==> config.mk <==
export PLATFORM = sky130hd
export DESIGN_NAME = seq_stage_ctrl
export DESIGN_NICKNAME = d
export VERILOG_FILES = /design/src/rtl/seq_stage_ctrl.sv
export SDC_FILE = /design/constraint.sdc
export NUM_CORES = 1
export LEC_CHECK = 0
export ABC_CLOCK_PERIOD_IN_PS = 5800
export BUFFER_PORTS_ARGS = -buffer_cell sky130_fd_sc_hd__buf_2
export CELL_PAD_IN_SITES_DETAIL_PLACEMENT = 0
export CELL_PAD_IN_SITES_GLOBAL_PLACEMENT = 1
export CORE_ASPECT_RATIO = 0.6
export CORE_MARGIN = 4
export CORE_UTILIZATION = 35
export DETAILED_ROUTE_END_ITERATION = 16
export GPL_ROUTABILITY_DRIVEN = 0
export PLACE_DENSITY_LB_ADDON = 0.1
export REMOVE_ABC_BUFFERS = 1
export SLEW_MARGIN = 20
export SYNTH_ARGS = -nofsm -noshare
export SYNTH_HDL_FRONTEND = slang
export SYNTH_SLANG_ARGS = --single-unit
==> constraint.sdc <==
create_clock -name clk -period 5.8 [get_ports clk]
set_input_delay 0.29 -clock clk [delete_from_list [all_inputs] [get_ports clk]]
set_output_delay 0.29 -clock clk [all_outputs]
set_load 0.01 [all_outputs]
==> src/rtl/seq_stage_ctrl.sv <==
`default_nettype none
// ============================================================================
//  Module      : seq_stage_ctrl
//  Description : Multi-cycle stage sequencer for the sequential Y86-64 core.
//                Steps fetch/decode/execute/memory/writeback/PC-update, owns
//                the architectural PC, drives memory requests and CC/RF write
//                enables, and reports the Y86 status code.
//  Revision    : 1.0 - initial release
// ============================================================================
module seq_stage_ctrl #(
   parameter int                ADDR_W      = 64,
   parameter logic [ADDR_W-1:0] RESET_PC    = '0,
   parameter int                MEM_TIMEOUT = 16,
   parameter int                CNT_W       = 32
) (
   input  logic              clk,
   input  logic              rst_n,
   input  logic              start,
   input  logic [3:0]        icode,
   input  logic              instr_valid,
   input  logic              imem_error,
   input  logic              dmem_error,
   input  logic              mem_ack,
   input  logic [ADDR_W-1:0] updated_pc,
   output logic [ADDR_W-1:0] pc,
   output logic [5:0]        stage,
   output logic              imem_req,
   output logic              dmem_req,
   output logic              cc_we,
   output logic              rf_we,
   output logic [2:0]        stat,
   output logic              busy,
   output logic [CNT_W-1:0]  instr_count
);

   localparam int                 c_TMO_W    = $clog2(MEM_TIMEOUT);
   localparam logic [c_TMO_W-1:0] c_TMO_LAST = c_TMO_W'(MEM_TIMEOUT - 1);

   localparam logic [2:0] c_STAT_AOK = 3'd1;
   localparam logic [2:0] c_STAT_HLT = 3'd2;
   localparam logic [2:0] c_STAT_ADR = 3'd3;
   localparam logic [2:0] c_STAT_INS = 3'd4;

   typedef enum logic [2:0] {
      ST_IDLE      = 3'd0,
      ST_FETCH     = 3'd1,
      ST_DECODE    = 3'd2,
      ST_EXECUTE   = 3'd3,
      ST_MEMORY    = 3'd4,
      ST_WRITEBACK = 3'd5,
      ST_PCUPD     = 3'd6,
      ST_HALTED    = 3'd7
   } state_t;

   state_t             r_state;
   state_t             w_nxt;
   logic [2:0]         w_stat_nxt;
   logic [3:0]         r_icode;
   logic [c_TMO_W-1:0] r_tmo;
   logic               w_tmo_hit;
   logic               w_mem_op;
   logic               w_rf_op;
   logic               w_stopped;
   logic               w_waiting;

   // One-hot stage vector {P,W,M,E,D,F} for a given state
   function automatic logic [5:0] f_stage(input state_t s);
      logic [5:0] v;
      v = 6'b000000;
      case (s)
         ST_FETCH:     v = 6'b000001;
         ST_DECODE:    v = 6'b000010;
         ST_EXECUTE:   v = 6'b000100;
         ST_MEMORY:    v = 6'b001000;
         ST_WRITEBACK: v = 6'b010000;
         ST_PCUPD:     v = 6'b100000;
         default:      v = 6'b000000;
      endcase
      return v;
   endfunction

   // Instruction class decode on the latched icode and timeout detection
   always_comb begin
      w_mem_op  = r_icode inside {4'h4, 4'h5, 4'h8, 4'h9, 4'hA, 4'hB};
      w_rf_op   = r_icode inside {4'h2, 4'h3, 4'h5, 4'h6, 4'h8, 4'h9, 4'hA, 4'hB};
      w_tmo_hit = (r_tmo == c_TMO_LAST);
      w_stopped = (r_state == ST_IDLE) || (r_state == ST_HALTED);
      w_waiting = (r_state == ST_FETCH) || (r_state == ST_MEMORY);
   end

   // Next-state and next-status selection; fetch faults follow a fixed priority
   always_comb begin
      w_nxt      = r_state;
      w_stat_nxt = stat;
      case (r_state)
         ST_IDLE, ST_HALTED: begin
            if (start) begin
               w_nxt      = ST_FETCH;
               w_stat_nxt = c_STAT_AOK;
            end
         end
         ST_FETCH: begin
            if (mem_ack) begin
               if (imem_error) begin
                  w_nxt      = ST_HALTED;
                  w_stat_nxt = c_STAT_ADR;
               end else if (!instr_valid) begin
                  w_nxt      = ST_HALTED;
                  w_stat_nxt = c_STAT_INS;
               end else if (icode == 4'h0) begin
                  w_nxt      = ST_HALTED;
                  w_stat_nxt = c_STAT_HLT;
               end else begin
                  w_nxt = ST_DECODE;
               end
            end else if (w_tmo_hit) begin
               w_nxt      = ST_HALTED;
               w_stat_nxt = c_STAT_ADR;
            end
         end
         ST_DECODE:  w_nxt = ST_EXECUTE;
         ST_EXECUTE: w_nxt = w_mem_op ? ST_MEMORY : ST_WRITEBACK;
         ST_MEMORY: begin
            if (mem_ack) begin
               if (dmem_error) begin
                  w_nxt      = ST_HALTED;
                  w_stat_nxt = c_STAT_ADR;
               end else begin
                  w_nxt = ST_WRITEBACK;
               end
            end else if (w_tmo_hit) begin
               w_nxt      = ST_HALTED;
               w_stat_nxt = c_STAT_ADR;
            end
         end
         ST_WRITEBACK: w_nxt = ST_PCUPD;
         ST_PCUPD:     w_nxt = ST_FETCH;
         default:      w_nxt = ST_IDLE;
      endcase
   end

   // State register with outputs registered from the next state (Moore timing)
   always_ff @(posedge clk or negedge rst_n) begin
      if (!rst_n) begin
         r_state     <= ST_IDLE;
         r_icode     <= 4'h0;
         r_tmo       <= '0;
         pc          <= RESET_PC;
         stat        <= c_STAT_AOK;
         instr_count <= '0;
         stage       <= 6'b000000;
         imem_req    <= 1'b0;
         dmem_req    <= 1'b0;
         cc_we       <= 1'b0;
         rf_we       <= 1'b0;
         busy        <= 1'b0;
      end else begin
         r_state  <= w_nxt;
         stat     <= w_stat_nxt;
         stage    <= f_stage(w_nxt);
         imem_req <= (w_nxt == ST_FETCH);
         dmem_req <= (w_nxt == ST_MEMORY);
         // r_icode is already latched by the time EXECUTE/WRITEBACK are entered
         cc_we    <= (w_nxt == ST_EXECUTE) && (r_icode == 4'h6);
         rf_we    <= (w_nxt == ST_WRITEBACK) && w_rf_op;
         busy     <= (w_nxt != ST_IDLE) && (w_nxt != ST_HALTED);

         if ((r_state == ST_FETCH) && mem_ack) begin
            r_icode <= icode;
         end

         // Wait counter restarts on every state change, counts unacked cycles
         if (w_nxt != r_state) begin
            r_tmo <= '0;
         end else if (w_waiting && !mem_ack) begin
            r_tmo <= r_tmo + 1'b1;
         end

         if (w_stopped && start) begin
            pc          <= RESET_PC;
            instr_count <= '0;
         end else if (r_state == ST_PCUPD) begin
            pc          <= updated_pc;
            instr_count <= instr_count + 1'b1;
         end
      end
   end

endmodule
`default_nettype wire
==> results.json <==
{
  "clkTransAtPathRegs_ns": 0.06,
  "layout_setup_ws_ns": 2.93,
  "synthFlopType": "dfrtp_1",
  "cts_resized": 0,
  "path_cells": "or3_1, a21oi_4, buf_4, o21ba_1",
  "timing.final.crit_share_pct": 49.5,
  "dp_hpwl_um": 10700,
  "first_pass_iters": 5,
  "rows": 34,
  "hold_class": "in -> async",
  "hold_buffers": 0,
  "whs_ns": -0.0256,
  "ys_seq_area_share_pct": 55.4,
  "p_per_area_mw_per_mm2": 467,
  "n_fill_cell": 1477,
  "antenna_found_initial": 0,
  "synth-edff-count": 0,
  "final_util_pct": 47.9,
  "crit_family": "compound AO/OA/AOI/OAI gates",
  "end_kind": "register",
  "synth_common_cells": "147 x nand2_1, 119 x dfrtp_1, 77 x a21oi_1",
  "drt-initial-drc-count": 288,
  "p_leak_nw": 3.47,
  "drv_cap": 0,
  "syn_area_per_cell_sq_um": 9.28,
  "critPathBufInv": 1,
  "hold_violations": 14,
  "crit_type": "reg -> reg",
  "postCtsSetupBuffers": 0,
  "status": "complete, but fails checks",
  "cts_tree": "yes",
  "max_freq_mhz": 348,
  "start_util_pct": 36.6,
  "min_period_ns": 2.87,
  "rsz0062_at_grt": "no",
  "clock_sinks": 120,
  "clockRootBuffer": "clkbuf_16",
  "yosysMostFrequentCell": "nand2_1",
  "diodes": 0,
  "synthTopCellsByArea": "dfrtp_1 55%, nand2_1 10%, a21oi_1 7.1%",
  "wirelength_um": 15400,
  "htreeDepth": 4,
  "tns_ns": 0,
  "yosys.cell_types.count": 58,
  "ys_async_sr_fraction_pct": 100,
  "crit_arrival_ns": 3.17,
  "yosys.area.top_type": "dfrtp_1",
  "grt_pass1_wl_um": 25000,
  "globalRouteOverflowTotal": 0,
  "netlist_instances": 584,
  "required_ns": 6.10,
  "synth_seq_cells": 120,
  "yosys_warnings": 0,
  "clk-insertion-delay-late_ns": 0.41,
  "max-slew-margin-rel_pct": 43.4,
  "numCtsBuffers": 17,
  "areaGrowthSynthToFinish_pct": 30.9,
  "clockBufferDepth": 2,
  "cp_max_fo": 73,
  "finalMaxSlewViolations": 0,
  "setup_viol": 0,
  "die_area_sq_mm": 0.0176,
  "grt_start_max_net_pins": 74,
  "ios": 185,
  "worst_slew_pin_slew_ns": 0.848,
  "wl_per_cell_um": 16.0,
  "routed-via-count": 4798,
  "finish.net_count": 831,
  "via_per_inst": 4.97,
  "ant_nets": 0,
  "dp.cells": 933,
  "synth_top_area_share_pct": 55.0,
  "grt_pass1_vias": 4677,
  "ir_worst_vdd_mv": 0.177,
  "core_sq_mm": 0.0148,
  "die_y_um": 104,
  "io_buffers": 184,
  "slowest_delay_ns": 0.73,
  "drive_gt1_share_pct": 30.5,
  "slowest_stage": "buf_4",
  "stdcell_count": 965,
  "grt_usage_pct": 17.4,
  "synth_area_sq_mm": 0.00542,
  "pre_cts_ws_ns": 2.96,
  "violations": "negative hold slack",
  "die_w_um": 169,
  "start_kind": "register",
  "drc_errors": 0,
  "worst_clock_skew_ns": 0.0121
}
[flip-flops by register name, summed over array words and instances (netlist names)]
name	flops
r_icode	4
stage	5
busy	1
r_tmo	4
stat	3
cc_we	1
imem_req	1
r_state	3
instr_count	32
dmem_req	1
pc	64
rf_we	1
[cells in the final DEF, fill, tap and decap left out, types with 3 or more instances in the layout]
master	count
clkinvlp_4	4
mux2_2	3
nand2b_1	5
nor2b_1	5
bufinv_16	3
a311oi_1	3
nand3_1	12
buf_4	5
xnor2_1	24
buf_2	183
and4_1	3
dfrtp_1	119
o21ai_0	7
inv_6	3
clkbuf_16	17
inv_1	9
nor2_1	39
nand2_1	147
nor4_1	11
and3_1	5
a21oi_1	76
nor3_1	12
nand4_1	8
o22ai_1	3
xor2_1	8
a31oi_1	4
[cell type report]
| type | count | area (sq um) | share of cell area (%) |
|---|---|---|---|
| flip-flops and latches | 120 | 3000 | 42.3 |
| repair buffers | 188 | 953 | 13.4 |
| clock buffers | 19 | 443 | 6.24 |
| well taps | 198 | 248 | 3.49 |
| multi-input cells | 417 | 2240 | 31.6 |
| clock inverters | 13 | 169 | 2.38 |
| inverters | 10 | 37.5 | 0.529 |
[final timing paths]
check	depth (start not counted)	endpoint	startpoint	slack [ns]
worst min-delay path	1	stat[1]	rst_n	-0.03
min in group clk	3	pc[19]	updated_pc[19]	0.11
max in group asynchronous	2	instr_count[12]	rst_n	4.52
worst max register to register	4	instr_count[28]	r_state[2]	2.93
worst max-delay path	4	instr_count[28]	r_state[2]	2.93
worst min register to register	2	pc[52]	pc[52]	0.51
[per-layer routing]
| layer | up-vias | GRT usage [%] | routed length [um] |
|---|---|---|---|
| met5 | - | 0 | 0 |
| li1 | 2320 | - | - |
| met3 | 16 | 5.17 | 1050 |
| met4 | 0 | 4.86 | 174 |
| met2 | 134 | 25.3 | 6850 |
| met1 | 2328 | 25.3 | 7350 |
[kinds of logic (layout without fill, tap and decap cells)]
family                   after synthesis  count (layout)  share of synthesized area (%)
buffers and inverters                 47             230                           3.56
AND/OR/NAND/NOR                      269             269                           23.0
adder cells (fa/ha/maj)                2               2                          0.462
flip-flops                           120             120                           55.4
XOR/XNOR                              32              32                           5.17
multiplexers                           4               4                          0.808
AO/OA/AOI/OAI                        110             110                           11.5
[per-stage QoR]
step	total power, mW	instance area (sq um)
finish	3.31	7090
detailed placement	2.25	6480
floorplan	1.82	5260
CTS	3.36	7090
global route	3.54	7090
global placement	2.22	6480
[report_power, final]
group          switching, mW  internal [mW]  total (mW)
Sequential             0.163           1.04        1.20
Combinational          0.633          0.387        1.02
Clock                  0.399          0.692        1.09
Total                   1.19           2.12        3.31
(Power assumes the default switching activity.)
